**src/rtl/lcd_cmd_ctrl.sv**
```systemverilog
// HD44780 8-bit write sequencer fed by LSU stores to the LCD register.
// Each store becomes one timed setup/EN-pulse/hold/execute cycle with a 1-deep pending slot.
module lcd_cmd_ctrl #(
  parameter int unsigned T_SETUP = 2,
  parameter int unsigned T_PULSE = 12,
  parameter int unsigned T_HOLD  = 2,
  parameter int unsigned T_EXEC  = 2000,
  parameter int unsigned T_LONG  = 82000
) (
  input  logic        clk_i,
  input  logic        rst_ni,
  input  logic        wr_en_i,
  input  logic [31:0] wr_data_i,
  output logic [31:0] status_o,
  output logic        lcd_on_o,
  output logic        lcd_rs_o,
  output logic        lcd_rw_o,
  output logic        lcd_en_o,
  output logic [7:0]  lcd_data_o
);

  localparam int unsigned MaxSp  = (T_SETUP > T_PULSE) ? T_SETUP : T_PULSE;
  localparam int unsigned MaxShp = (MaxSp > T_HOLD) ? MaxSp : T_HOLD;
  localparam int unsigned MaxEl  = (T_EXEC > T_LONG) ? T_EXEC : T_LONG;
  localparam int unsigned TMax   = (MaxShp > MaxEl) ? MaxShp : MaxEl;
  localparam int unsigned CntW   = $clog2(TMax + 1);

  localparam logic [2:0] StIdle  = 3'd0;
  localparam logic [2:0] StSetup = 3'd1;
  localparam logic [2:0] StPulse = 3'd2;
  localparam logic [2:0] StHold  = 3'd3;
  localparam logic [2:0] StWait  = 3'd4;

  logic [2:0]      state_q, state_d;
  logic [CntW-1:0] cnt_q, cnt_d;
  logic            rs_q, rs_d, on_q, on_d;
  logic [7:0]      data_q, data_d;
  logic            pend_q, pend_d, pend_rs_q, pend_rs_d, pend_on_q, pend_on_d;
  logic [7:0]      pend_data_q, pend_data_d;
  logic            ovf_q, ovf_d;

  logic wr_txn, wr_ctrl, cnt_done, is_long, wait_done, busy;
  logic unused_wr_bits;

  assign wr_txn    = wr_en_i & ~wr_data_i[30];
  assign wr_ctrl   = wr_en_i & wr_data_i[30];
  assign cnt_done  = (cnt_q == '0);
  assign wait_done = (state_q == StWait) && cnt_done;
  // Clear display / return home need the long execute time.
  assign is_long   = ~rs_q && (data_q >= 8'h01) && (data_q <= 8'h03);
  assign unused_wr_bits = ^wr_data_i[29:9];

  always_comb begin
    state_d     = state_q;
    cnt_d       = cnt_q;
    rs_d        = rs_q;
    data_d      = data_q;
    on_d        = on_q;
    pend_d      = pend_q;
    pend_rs_d   = pend_rs_q;
    pend_data_d = pend_data_q;
    pend_on_d   = pend_on_q;
    ovf_d       = ovf_q;

    if (wr_ctrl) begin
      ovf_d = 1'b0;
    end

    if (wr_txn && (state_q != StIdle) && !wait_done) begin
      if (pend_q) begin
        ovf_d = 1'b1;
      end else begin
        pend_d      = 1'b1;
        pend_rs_d   = wr_data_i[8];
        pend_data_d = wr_data_i[7:0];
        pend_on_d   = wr_data_i[31];
      end
    end

    unique case (state_q)
      StIdle: begin
        if (wr_txn) begin
          state_d = StSetup;
          cnt_d   = CntW'(T_SETUP - 1);
          rs_d    = wr_data_i[8];
          data_d  = wr_data_i[7:0];
          on_d    = wr_data_i[31];
        end
      end
      StSetup: begin
        if (cnt_done) begin
          state_d = StPulse;
          cnt_d   = CntW'(T_PULSE - 1);
        end else begin
          cnt_d = cnt_q - CntW'(1);
        end
      end
      StPulse: begin
        if (cnt_done) begin
          state_d = StHold;
          cnt_d   = CntW'(T_HOLD - 1);
        end else begin
          cnt_d = cnt_q - CntW'(1);
        end
      end
      StHold: begin
        if (cnt_done) begin
          state_d = StWait;
          cnt_d   = is_long ? CntW'(T_LONG - 1) : CntW'(T_EXEC - 1);
        end else begin
          cnt_d = cnt_q - CntW'(1);
        end
      end
      StWait: begin
        if (!cnt_done) begin
          cnt_d = cnt_q - CntW'(1);
        end else if (pend_q) begin
          // Pending entry goes straight to SETUP; a same-cycle write refills the slot.
          state_d = StSetup;
          cnt_d   = CntW'(T_SETUP - 1);
          rs_d    = pend_rs_q;
          data_d  = pend_data_q;
          on_d    = pend_on_q;
          pend_d  = wr_txn;
          if (wr_txn) begin
            pend_rs_d   = wr_data_i[8];
            pend_data_d = wr_data_i[7:0];
            pend_on_d   = wr_data_i[31];
          end
        end else if (wr_txn) begin
          state_d = StSetup;
          cnt_d   = CntW'(T_SETUP - 1);
          rs_d    = wr_data_i[8];
          data_d  = wr_data_i[7:0];
          on_d    = wr_data_i[31];
        end else begin
          state_d = StIdle;
        end
      end
      default: begin
        state_d = StIdle;
        cnt_d   = '0;
      end
    endcase
  end

  always_ff @(posedge clk_i) begin
    if (!rst_ni) begin
      state_q     <= StIdle;
      cnt_q       <= '0;
      rs_q        <= 1'b0;
      data_q      <= 8'h00;
      on_q        <= 1'b0;
      pend_q      <= 1'b0;
      pend_rs_q   <= 1'b0;
      pend_data_q <= 8'h00;
      pend_on_q   <= 1'b0;
      ovf_q       <= 1'b0;
    end else begin
      state_q     <= state_d;
      cnt_q       <= cnt_d;
      rs_q        <= rs_d;
      data_q      <= data_d;
      on_q        <= on_d;
      pend_q      <= pend_d;
      pend_rs_q   <= pend_rs_d;
      pend_data_q <= pend_data_d;
      pend_on_q   <= pend_on_d;
      ovf_q       <= ovf_d;
    end
  end

  assign busy       = (state_q != StIdle);
  assign status_o   = {on_q, 28'd0, ovf_q, pend_q, busy};
  assign lcd_on_o   = on_q;
  assign lcd_rs_o   = rs_q;
  assign lcd_rw_o   = 1'b0;
  assign lcd_en_o   = (state_q == StPulse);
  assign lcd_data_o = data_q;

endmodule
```
**config.mk**
```make
export PLATFORM = sky130hd
export DESIGN_NAME = lcd_cmd_ctrl
export DESIGN_NICKNAME = d
export VERILOG_FILES = /design/src/rtl/lcd_cmd_ctrl.sv
export SDC_FILE = /design/constraint.sdc
export NUM_CORES = 1
export LEC_CHECK = 0
export CORE_ASPECT_RATIO = 1.4
export CORE_MARGIN = 4
export CORE_UTILIZATION = 51
export DETAILED_ROUTE_END_ITERATION = 10
export PLACE_DENSITY = 0.93
export SYNTH_ARGS = -nofsm -noshare
export SYNTH_HDL_FRONTEND = slang
export SYNTH_SLANG_ARGS = --single-unit
```
**constraint.sdc**
```tcl
create_clock -name clk_i -period 4.28 [get_ports clk_i]
set_input_delay 0.856 -clock clk_i [delete_from_list [all_inputs] [get_ports clk_i]]
set_output_delay 0.856 -clock clk_i [all_outputs]
set_load 0.01 [all_outputs]
```
Yosys cells after proc, flatten, opt, wreduce, memory -nomap -nowiden
Index checks and enable logic that the tools add are counted.

word-level totals
  register bits = 42
  input port bits = 35
  output and inout port bits = 44
  logic and storage cells = 91

cells by class
  add/sub/neg operators = 1
  $lt $le $gt $ge = 2
  eq/ne operators = 9
  muxes and demuxes = 53
  bitwise operators = 4
  reduce and logical (&&, ||, !) cells = 12

operators by type and width
  operator               count
  $mux 17                7
  $pmux 17 s5            1
  $mux 8                 9
  $mux 1                 27
  $logic_not 17->1       1
  $sub 17x1->17 const B  1
  $pmux 8 s2             1
  $mux 3                 5
  $pmux 3 s5             1
  $ge 8x1->1 const B     1
  $le 8x2->1 const B     1
  $ne 2x2->1 const B     4
  $eq 3x2->1 const B     2
  $logic_and 1x1->1      5
  $reduce_and 5->1       1
  $pmux 1 s2             2
  $eq 3x1->1 const B     1
  $eq 3x3->1 const B     1
  $logic_not 3->1        1
  $reduce_bool 3->1      1
  $and 1x1->1            2
  $ne 2x1->1 const B     1
  $not 1->1              2
  $reduce_and 2->1       1
  2 further kinds        2

Depth between registers and ports, before layout
  word-level depth = 9
  mapped depth = 10
  mapped depth without buffers = 8

Worst setup path after synthesis
No wires, ideal clock.

  path type = reg-to-reg
  start point = register cnt_q[0]
  end point = register pend_data_q[1]
  setup time = 128 ps
  data arrival time = 1,816 ps
  required time = 4,152 ps
  setup slack = 2,337 ps
  cell stages (with the launch flop) = 11
  buffers on the path = 2
  clock period less this slack = 1,943 ps
  path through = dfxtp_1 -> inv_1 -> ha_1 -> nor4b_2 -> and4_1 -> buf_4 -> nor3b_1 -> o31a_1 -> buf_6 -> mux2i_1 -> nor2_1

on the way
  cells in the longest elaborated chain, start to end = 9

RTL lines
  element                 line  RTL
  start, declared         35    logic [CntW-1:0] cnt_q, cnt_d;
  start signal, assigned  161   cnt_q <= cnt_d;
  $logic_not 17->1 (*)    47    assign cnt_done = (cnt_q == '0);
  $logic_and 1x1->1       48    assign wait_done = (state_q == StWait) && cnt_done;
  $logic_not 1->1         69    if (wr_txn && (state_q != StIdle) && !wait_done) begin
  $logic_and 1x1->1       69
  $mux 8                  69
  $mux 8                  125   if (wr_txn) begin
  $mux 8                  117   end else if (pend_q) begin
  $mux 8                  115   if (!cnt_done) begin
  $mux 8 (*)              80    unique case (state_q)
  end signal, assigned    167   pend_data_q <= pend_data_d;
  end, declared           39    logic [7:0] pend_data_q, pend_data_d;

Mark *: on every way between the ends. The rest lies on a longest branch, timed or not.
A chain may end at the register's enable or synchronous reset.

Final worst setup path
  start point = register state_q[2]
  end point = output status_o[0]

on the way
  cells in the longest elaborated chain, start to end = 1

RTL lines
  element                 line  RTL
  start, declared         34    logic [2:0] state_q, state_d;
  start signal, assigned  149   state_q <= StIdle;
  start signal, assigned  160   state_q <= state_d;
  $reduce_bool 3->1       173   assign busy = (state_q != StIdle);
  end, declared           14    output logic [31:0] status_o,

Every way passes these cells.

==> qor.yml <==
layout:
  num_antenna_cells: 0
  stdcell_area_sq_mm: 0.00283
  final_cell_mix: "nor2_1 (52), dfxtp_1 (42), conb_1 (29), clkdlybuf4s50_1 (28)"
  area_delta_synth_final_pct: 8.79
  drive_above_1_share_pct: 9.41
  nets: 378
  final_common_cell: "nor2_1"
setup_path:
  cp_data_arrival_time_ns: 2.04
  crit_fanout: 24
  worstSetupPathType: "register to output port"
  cp-end-kind: "output port"
  cp-start-kind: "register"
  required_ns: 3.42
yosys:
  synth_edf_count: 0
  ys_types: 53
  syn-cell-area_sq_mm: 0.00260
  synth_top_area_cell: "dfxtp_1"
  synth-async-reset-ratio_pct: 0
  syn_avg_cell_area_sq_um: 7.91
  synth-main-ff-cell: "dfxtp_1"
  ys_top_cells_by_area: "dfxtp_1 (32%), buf_4 (9.8%), nor2_1 (7.5%)"
  netlist_instances: 329
  yosysTopAreaCellShare_pct: 32.3
  ys_ff_latch: 42
  yosysSeqAreaShare_pct: 32.3
  yosysWarnings: 0
timing:
  finalSetupViolations: 0
  rsz0062_at_grt: "no"
  fmaxAchievable_mhz: 345
  hold_viol: 0
  drv_slew: 0
  setup_ws_ns: 1.38
  tns_ns: 0
  relSlewSlack_pct: 52.7
  final.min_clock_period_ns: 2.90
  finalCritPeriodShare_pct: 67.7
  clock_skew_ns: 0.0128
  tightest_slew_ns: 0.709
worst_hold_path:
  worst_hold_path_type: "register to register"
clock_tree:
  clk_pin_slew_ns: 0.07
  post-cts-setup-buffers: 0
  clock_sinks: 42
  ctsResizeCount: 0
  clockBufferDepth: 2
  cts_root_buffer: "clkbuf_8"
  clk_latency_ns: 0.30
  cts_hold_buf: 0
  cts_max_level: 2
  cts_buffers: 5
  cts_tree: "built"
run:
  drv_cap: 0
route:
  ant_nets: 0
  routed_wl_mm: 6.26
  vias: 2423
  wl_per_cell_um: 15.5
  first_iter_violations: 152
  drc: 0
  firstDrtPassIters: 5
  viasPerCell: 6.00
placement:
  dpl-instance-area_sq_mm: 0.00275
  numPortBuffers: 28
  dpl.hpwl_mm: 4.48
  gp_congestion: 0.901
  dp_slack_ns: 1.25
power:
  seq_power_share_pct: 28.1
  p_switching_w: 0.00115
  power.density_mw_per_mm2: 811
  combPwrFrac_pct: 60.5
  swShare_pct: 50.0
  p_leak_nw: 1.08
  peakVddDrop_v: 0.000442
  clkPwrFrac_pct: 11.4
  p_int_w: 0.00115
floorplan:
  die_y_um: 92.5
  fp-row-count: 30
  coreArea_sq_mm: 0.00488
  die-area_sq_mm: 0.00633
  fp.dieW_um: 68.4
  start_util_pct: 53.4
  num_io_pins: 79
global_route:
  grt_pass1_wl_mm: 10.3
  grt_pass1_vias: 2325
  grt_usage_pct: 20.6
  grt_max_degree: 25
  grt-ovfl-total: 0
  antenna_found_initial: 0
outcome:
  status: "finished clean"
[synthesized netlist by cell type (all sizes together), types with 3 or more instances]
| cell type | number |
|---|---|
| nor2 | 52 |
| dfxtp | 42 |
| buf | 38 |
| a21oi | 25 |
| nand2 | 24 |
| clkbuf | 16 |
| nand3 | 15 |
| o21ai | 14 |
| nor3 | 11 |
| mux2i | 10 |
| o221a | 10 |
| inv | 5 |
| nor4 | 5 |
| a221oi | 4 |
| nand4 | 4 |
| nor3b | 4 |
| o211ai | 4 |
| or3 | 4 |
| a211oi | 3 |
| a31oi | 3 |
| and3 | 3 |
| nor2b | 3 |
| o311a | 3 |
[power by group through the flow]
stage	combinational [W]	sequential [W]	clock (W)
6_report	0.00139	0.000646	0.000261
5_1_grt	0.00153	0.000663	0.000272
4_1_cts	0.00137	0.000642	0.000260
3_5_place_dp	0.00136	0.000650	0
3_3_place_gp	0.00132	0.000644	0
2_1_floorplan	0.00113	0.000602	0
[worst max-delay path, stage by stage, from the launching register on]
cell             delay (ns)
dfxtp_1                0.78
or3_1                  0.37
clkdlybuf4s50_1        0.60
[area by class of cell]
type                    count  area, sq um
clock buffers               6         82.6
fillers                   421         2050
inverters                   5         18.8
multi-input cells         256         1510
flip-flops and latches     42          841
well taps                  64         80.1
repair buffers             31          303
[cell families after synthesis]
family / after synthesis / synth area share (%)
other: 1 / 0.144
buffers and inverters: 59 / 13.8
AO/OA/AOI/OAI: 78 / 21.2
flip-flops: 42 / 32.3
XOR/XNOR: 1 / 0.336
AND/OR/NAND/NOR: 136 / 27.4
multiplexers: 10 / 3.84
adder cells (fa/ha/maj): 2 / 0.961
[path summary, 6_finish.rpt]
path              slack (ns)           start  cells past startpoint              to
setup / recovery        1.38      state_q[2]                      2     status_o[0]
hold / removal          0.50  pend_data_q[0]                      2  pend_data_q[0]
setup reg to reg        1.69        cnt_q[0]                      8  pend_data_q[7]
hold reg to reg         0.50  pend_data_q[0]                      2  pend_data_q[0]
[flip-flops by register name, summed over array words and instances (netlist names)]
name	count
cnt_q	17
lcd_data_o	8
pend_data_q	8
state_q	3
lcd_on_o	1
lcd_rs_o	1
ovf_q	1
pend_on_q	1
pend_q	1
pend_rs_q	1
[metal layers]
layer  global-route usage, %  up-vias  wire (um)
li1                        -     1149          -
met1                    22.8     1141       2390
met2                    35.7      111       3320
met3                    3.64       22        350
met4                    10.9        0        195
met5                       0        -          0
[metrics by stage]
stage               power, W  util (%)  std cells  hold WS [ns]
global placement     0.00197      56.4        398         0.474
floorplan            0.00173         -        357         0.461
global route         0.00247      58.1        404         0.516
detailed placement   0.00201      56.4        398         0.485
CTS                  0.00227      58.1        404         0.503
finish               0.00230      58.1        404         0.502
Power figures use the tool's default switching activity.
